===== src/rtl/vec_pkg.sv =====
// Shared types and sizing for the vector execute stage.
package vec_pkg;
  localparam int LANE_W    = 16;
  localparam int NUM_LANES = 4;
  localparam int MUL_STEPS = 8;

  typedef enum logic [2:0] {
    OP_ADD  = 3'b000,
    OP_SUB  = 3'b001,
    OP_XOR  = 3'b010,
    OP_AND  = 3'b011,
    OP_OR   = 3'b100,
    OP_SHL  = 3'b101,
    OP_ROTL = 3'b110,
    OP_MUL  = 3'b111
  } alu_op_e;

  typedef enum logic [1:0] {
    S_IDLE = 2'd0,
    S_MUL  = 2'd1,
    S_DONE = 2'd2
  } exec_state_e;
endpackage


===== src/rtl/vec_lane_alu.sv =====
// One vector lane: combinational single-cycle ALU plus, when VEC_EXEC_MUL_EN
// is defined, the radix-4 iterative multiply datapath for that lane.
module vec_lane_alu
  import vec_pkg::*;
#(
  parameter int W = LANE_W
) (
`ifdef VEC_EXEC_MUL_EN
  input  logic         clk,
  input  logic         rst,
  input  logic         i_load,
  input  logic         i_step,
`endif
  input  alu_op_e      i_op,
  input  logic [W-1:0] i_a,
  input  logic [W-1:0] i_b,
  output logic [W-1:0] o_res
`ifdef VEC_EXEC_MUL_EN
  ,
  output logic [W-1:0] o_acc
`endif
);

  logic [3:0]     w_sh;
  logic [2*W-1:0] w_dbl;

  assign w_sh  = i_b[3:0];
  // Rotate by shifting a doubled copy; the upper half holds the wrapped bits.
  assign w_dbl = {i_a, i_a} << w_sh;

  always_comb begin
    o_res = '0;
    unique case (i_op)
      OP_ADD:  o_res = i_a + i_b;
      OP_SUB:  o_res = i_a - i_b;
      OP_XOR:  o_res = i_a ^ i_b;
      OP_AND:  o_res = i_a & i_b;
      OP_OR:   o_res = i_a | i_b;
      OP_SHL:  o_res = i_a << w_sh;
      OP_ROTL: o_res = w_dbl[2*W-1:W];
      default: o_res = '0;
    endcase
  end

`ifdef VEC_EXEC_MUL_EN
  logic [W-1:0] r_acc, r_mcand, r_mplier;
  logic [W-1:0] w_pp;

  always_comb begin
    w_pp = '0;
    unique case (r_mplier[1:0])
      2'd0:    w_pp = '0;
      2'd1:    w_pp = r_mcand;
      2'd2:    w_pp = r_mcand << 1;
      default: w_pp = r_mcand + (r_mcand << 1);
    endcase
  end

  always_ff @(posedge clk) begin
    if (!rst) begin
      r_acc    <= '0;
      r_mcand  <= '0;
      r_mplier <= '0;
    end else if (i_load) begin
      r_acc    <= '0;
      r_mcand  <= i_a;
      r_mplier <= i_b;
    end else if (i_step) begin
      r_acc    <= r_acc + w_pp;
      r_mcand  <= r_mcand << 2;
      r_mplier <= r_mplier >> 2;
    end
  end

  assign o_acc = r_acc;
`endif

endmodule


===== src/rtl/vector_execute.sv =====
// Execute stage of the 4-lane vector pipeline with EX/MEM registers.
// VEC_EXEC_MUL_EN builds the iterative multiplier, its FSM and stallE.
module vector_execute #(
  parameter int LANES = vec_pkg::NUM_LANES,
  parameter int W     = vec_pkg::LANE_W
`ifdef VEC_EXEC_MUL_EN
  ,
  parameter int MUL_STEPS = vec_pkg::MUL_STEPS
`endif
) (
  input  logic          clk,
  input  logic          rst,
  input  logic [W-1:0]  RD01E,
  input  logic [W-1:0]  RD11E,
  input  logic [W-1:0]  RD21E,
  input  logic [W-1:0]  RD31E,
  input  logic [W-1:0]  RD02E,
  input  logic [W-1:0]  RD12E,
  input  logic [W-1:0]  RD22E,
  input  logic [W-1:0]  RD32E,
  input  logic [3:0]    RdE,
  input  logic          regWriteE,
  input  logic          memWriteE,
  input  logic          branchE,
  input  logic          resultSrcE,
  input  logic [2:0]    aluControlE,
  input  logic          validE,
  input  logic          flushE,
  output logic [W-1:0]  ALUResM0,
  output logic [W-1:0]  ALUResM1,
  output logic [W-1:0]  ALUResM2,
  output logic [W-1:0]  ALUResM3,
  output logic [W-1:0]  writeDataM0,
  output logic [W-1:0]  writeDataM1,
  output logic [W-1:0]  writeDataM2,
  output logic [W-1:0]  writeDataM3,
  output logic [3:0]    RdM,
  output logic          regWriteM,
  output logic          memWriteM,
  output logic          resultSrcM,
  output logic          validM,
  output logic          stallE,
  output logic          branchTakenE
);
  import vec_pkg::*;

  alu_op_e                     w_op;
  logic [LANES-1:0][W-1:0]     w_a, w_b, w_res, w_mres;
  logic                        w_stall, w_mvalid;

  logic [LANES-1:0][W-1:0]     r_res, r_wd;
  logic [3:0]                  r_rd;
  logic                        r_regw, r_memw, r_rsrc, r_valid;

  assign w_op = alu_op_e'(aluControlE);
  assign w_a  = {RD31E, RD21E, RD11E, RD01E};
  assign w_b  = {RD32E, RD22E, RD12E, RD02E};

  assign branchTakenE = validE & branchE & ~flushE & (RD01E == RD02E);

`ifdef VEC_EXEC_MUL_EN
  localparam int CW = (MUL_STEPS > 1) ? $clog2(MUL_STEPS) : 1;

  exec_state_e             r_state, w_state_nxt;
  logic [CW-1:0]           r_cnt;
  logic                    w_load, w_step;
  logic [LANES-1:0][W-1:0] w_acc;

  always_comb begin
    w_state_nxt = r_state;
    w_load      = 1'b0;
    w_step      = 1'b0;
    w_stall     = 1'b0;
    unique case (r_state)
      S_IDLE: begin
        if (validE && (w_op == OP_MUL) && !flushE) begin
          w_state_nxt = S_MUL;
          w_load      = 1'b1;
          w_stall     = 1'b1;
        end
      end
      S_MUL: begin
        w_stall = 1'b1;
        if (flushE) begin
          w_state_nxt = S_IDLE;
        end else begin
          w_step = 1'b1;
          if (r_cnt == CW'(MUL_STEPS - 1)) w_state_nxt = S_DONE;
        end
      end
      default: w_state_nxt = S_IDLE;
    endcase
  end

  always_ff @(posedge clk) begin
    if (!rst) begin
      r_state <= S_IDLE;
      r_cnt   <= '0;
    end else begin
      r_state <= w_state_nxt;
      if (w_load)      r_cnt <= '0;
      else if (w_step) r_cnt <= r_cnt + 1'b1;
    end
  end

  // DONE commits the accumulators; otherwise M takes the single-cycle result.
  assign w_mres = (r_state == S_DONE) ? w_acc : w_res;
`else
  assign w_stall = 1'b0;
  assign w_mres  = w_res;
`endif

  for (genvar l = 0; l < LANES; l++) begin : g_lane
    vec_lane_alu #(.W(W)) u_lane (
`ifdef VEC_EXEC_MUL_EN
      .clk    (clk),
      .rst    (rst),
      .i_load (w_load),
      .i_step (w_step),
      .o_acc  (w_acc[l]),
`endif
      .i_op   (w_op),
      .i_a    (w_a[l]),
      .i_b    (w_b[l]),
      .o_res  (w_res[l])
    );
  end

  assign stallE   = w_stall;
  assign w_mvalid = validE & ~flushE & ~w_stall;

  always_ff @(posedge clk) begin
    if (!rst) begin
      r_res   <= '0;
      r_wd    <= '0;
      r_rd    <= '0;
      r_regw  <= 1'b0;
      r_memw  <= 1'b0;
      r_rsrc  <= 1'b0;
      r_valid <= 1'b0;
    end else begin
      r_res   <= w_mres;
      r_wd    <= w_b;
      r_rd    <= RdE;
      r_regw  <= regWriteE & w_mvalid;
      r_memw  <= memWriteE & w_mvalid;
      r_rsrc  <= resultSrcE;
      r_valid <= w_mvalid;
    end
  end

  assign ALUResM0    = r_res[0];
  assign ALUResM1    = r_res[1];
  assign ALUResM2    = r_res[2];
  assign ALUResM3    = r_res[3];
  assign writeDataM0 = r_wd[0];
  assign writeDataM1 = r_wd[1];
  assign writeDataM2 = r_wd[2];
  assign writeDataM3 = r_wd[3];
  assign RdM         = r_rd;
  assign regWriteM   = r_regw;
  assign memWriteM   = r_memw;
  assign resultSrcM  = r_rsrc;
  assign validM      = r_valid;

endmodule


===== config.mk =====
export PLATFORM = sky130hd
export DESIGN_NAME = vector_execute
export DESIGN_NICKNAME = d
export VERILOG_FILES = /design/src/rtl/vec_pkg.sv /design/src/rtl/vec_lane_alu.sv /design/src/rtl/vector_execute.sv
export SDC_FILE = /design/constraint.sdc
export NUM_CORES = 1
export LEC_CHECK = 0
export CELL_PAD_IN_SITES_DETAIL_PLACEMENT = 0
export CELL_PAD_IN_SITES_GLOBAL_PLACEMENT = 1
export CORE_UTILIZATION = 44
export DETAILED_ROUTE_END_ITERATION = 8
export MAX_ROUTING_LAYER = met4
export PLACE_DENSITY = 0.91
export SYNTH_ARGS = -nofsm -noshare
export SYNTH_HDL_FRONTEND = slang
export SYNTH_HIERARCHICAL = 1
export SYNTH_SLANG_ARGS = --single-unit

===== constraint.sdc =====
create_clock -name clk -period 6.8 [get_ports clk]
set_input_delay 1.02 -clock clk [delete_from_list [all_inputs] [get_ports clk]]
set_output_delay 1.02 -clock clk [all_outputs]
set_load 0.01 [all_outputs]

==> summary.md <==
| Metric | Value |
|---|---|
| Synth async-reset ratio | 0 |
| VDD IR-drop max | 184 uV |
| Slowest stage delay, CP | 0.94 ns |
| Final Setup Violations | 0 |
| Final std cells w/o fill | 2,813 |
| Iteration count of the initial detailed-routing pass | 5 |
| Core area | 36,900 um2 |
| Critical path cell sequence | buf_2, or2_2, nor2_1, a31oi_1, xnor2_1, ha_1, a21o_1, a21oi_1, o21ai_1, a2111oi_0, xor2_1, o21ai_1, and2_1 |
| WP data required | 7.14 ns |
| Overall global routing resource usage | 0.322 |
| Initial antenna violation count | 1 |
| CTS Hold Bufs | 0 |
| Power per cell area | 169 nW/um2 |
| Crit. End Element | flop |
| First-pass GRT wire length | 93.9 mm |
| DRC viols | 0 |
| Pin count of the biggest net entering global routing | between 70 and 80 |
| Clk sink count | ~140 |
| Max Cap Viol | 0 |
| Num CTS Buffers | 17 |
| Total number of vias | 16,900 |
| Ratio of cells with drive above 1 in the final layout | 0.0754 |
| Die area | slightly below 40,000 um2 |
| Mapped cell area | 16,600 um2 |
| Place WS | 1.81 ns |
| Number of global-route vias before repair | 15,900 |
| Status | completed |
| I/O pin count | 281 |
| Row Count | 70 |
| Total negative setup slack | 0 ns |
| Initial Util | 0.451 |
| #FFs+latches synth | ~140 |
| Synth Flop Type | dfxtp_1 |
| CP Launch Type | input pin |
| GRT overflow | 0 |
| Filler cells | about 3,500 |
| Fin. max-slew vios | 0 |
| Port bufs | 279 |
| Leak Pwr | approximately 8.6 nW |
| Worst path slowest cell | a2111oi_0 |
| Resized cells post-CTS | 0 |
| Pwr Total | 3.40 mW |
| Number of DRC markers in iteration 0 | ~1,500 |
| Instance count of the mapped netlist | 2,089 |
| Clk slew on worst S/H paths | 0.06 ns |
| Final antenna-violating net count | 0 |
| Placed Cells | 2,781 |
| Syn_nets | 2,432 |
| Post-CTS Setup Repair Bufs | 0 |
| Rel. slew slack | 0.152 |
| Clock Path Buffers | 2 |
| Worst Hold Class | input pin to flop |
| Fin nets | around 2,600 |
| Critical path class | input pin to flop |
| Most frequent CP cell | o21ai_1 |
| Vias per inst | 6.00 |
| RSZ-0062 raised after global routing | no |
| Post-DP HPWL | ~45 mm |
| Htree depth | 4 |
| Area delta synth->final | 21.2% |
| Yosys Warn Count | 6 |
| CTS tree | done |
| CP top delay family | compound AO/OA/AOI/OAI gates |
| Routed wire per std cell | 21.9 um |
| Final setup margin | 2.08 ns |
| Crit path buffers/inverters | 1 |
| Root buffer cell | clkbuf_16 |
| Synth Area per Inst | between 7 and 8 um2 |
| Chip height | 196 um |
| Worst slew pin tran | 1.27 ns |
| Seq/Total Area, Yosys | 0.164 |
| Post-synth EDFFs | 0 |
| Post-Route WL | 61.5 mm |
| Final hold slack | 1.07 ns |
| Maximum clock rate | 0.212 GHz |
| Final Cycle Share | 0.694 |
| Hold Fails Final Rpt | 0 |
| Yosys cell types | 97 |
| Final min period | 4.72 ns |
| GPL Wtd Cong | 0.992 |
| Die X | 196 um |
| CP Data Arrival Time | 5.05 ns |
| CP Max Fanout | 26 |
## final cells by class
cell class / count / area (um2) / share of cell area
clock buffer: 17 / 425 / 0.0211
multi-input combinational: 1689 / 12600 / 0.627
antenna: 1 / 2.50 / 0.000124
timing repair buffer: 306 / 2980 / 0.148
clock inverter: 14 / 198 / 0.00982
inverter: 146 / 548 / 0.0272
tap: 504 / 631 / 0.0313
sequential: 136 / 2720 / 0.135
## synth_stat cells (28+ instances only)
master | number | area, um2
inv_1 | 136 | 510
and2_1 | 142 | 888
buf_2 | 33 | 165
clkbuf_1 | 51 | 191
nand2_1 | 158 | 593
nor2_1 | 183 | 687
o211ai_1 | 28 | 210
o21ai_0 | 109 | 546
dfxtp_1 | 136 | 2720
ha_1 | 196 | 2450
nand3_1 | 34 | 170
a31oi_1 | 33 | 206
xnor2_1 | 102 | 893
a21oi_1 | 148 | 741
mux2i_1 | 87 | 871
mux2_2 | 33 | 372
## final timing paths
path,depth (start not counted),end,start
worst min-delay path,2,writeDataM3[15],rst
worst max-delay path,13,ALUResM3[12],aluControlE[2]
## cell usage in the layout, fill, tap and decap left out, types with 17 or more instances in the layout
cell	instances
clkbuf_16	17
nand2_1	158
o221ai_1	20
mux2i_1	87
o22ai_1	25
ha_1	196
a21o_1	17
nor2_1	183
xor2_1	17
o21ai_1	27
mux2_2	33
o211ai_1	28
and2_1	142
nor3_1	26
buf_4	29
nand2b_1	26
a31oi_1	33
a211oi_1	17
o21ai_0	109
nor2b_1	18
dfxtp_1	136
clkdlybuf4s50_1	275
nand3_1	34
mux4_2	26
xnor2_1	102
a21oi_1	148
a221oi_1	25
inv_1	136
## sequential cells by signal (all words and copies together) (netlist names), 16 cells and up
| name | count |
|---|---|
| writeDataM1 | 16 |
| writeDataM3 | 16 |
| ALUResM2 | 16 |
| ALUResM3 | 16 |
| writeDataM0 | 16 |
| writeDataM2 | 16 |
| ALUResM0 | 16 |
| ALUResM1 | 16 |
## stage by stage
step	util	cell area [um2]
2_1_floorplan	-	16600
3_3_place_gp	0.529	19500
3_5_place_dp	0.529	19500
4_1_cts	0.546	20100
5_1_grt	0.546	20100
6_report	0.546	20100
## where the power goes
group | switching, mW | internal, mW
Clock | 0.429 | 0.615
Sequential | 0.0201 | 0.860
Combinational | 0.833 | 0.645
Total | 1.28 | 2.12
## cell families after synthesis
family                   Yosys count  synth area share
buffers and inverters            264            0.0764
AND/OR/NAND/NOR                  657             0.197
multiplexers                     162             0.131
XOR/XNOR                         121            0.0647
AO/OA/AOI/OAI                    548             0.214
flip-flops                       136             0.164
other                              1          0.000226
adder cells (fa/ha/maj)          200             0.152
## layer usage
layer	share of wire	vias to the layer above	track usage
met4	0.032	0	0.117
met5	0	-	-
li1	-	7876	-
met1	0.44	8006	0.427
met2	0.45	864	0.499
met3	0.077	135	0.0452
Note: power is estimated with default switching activity, not from simulation.
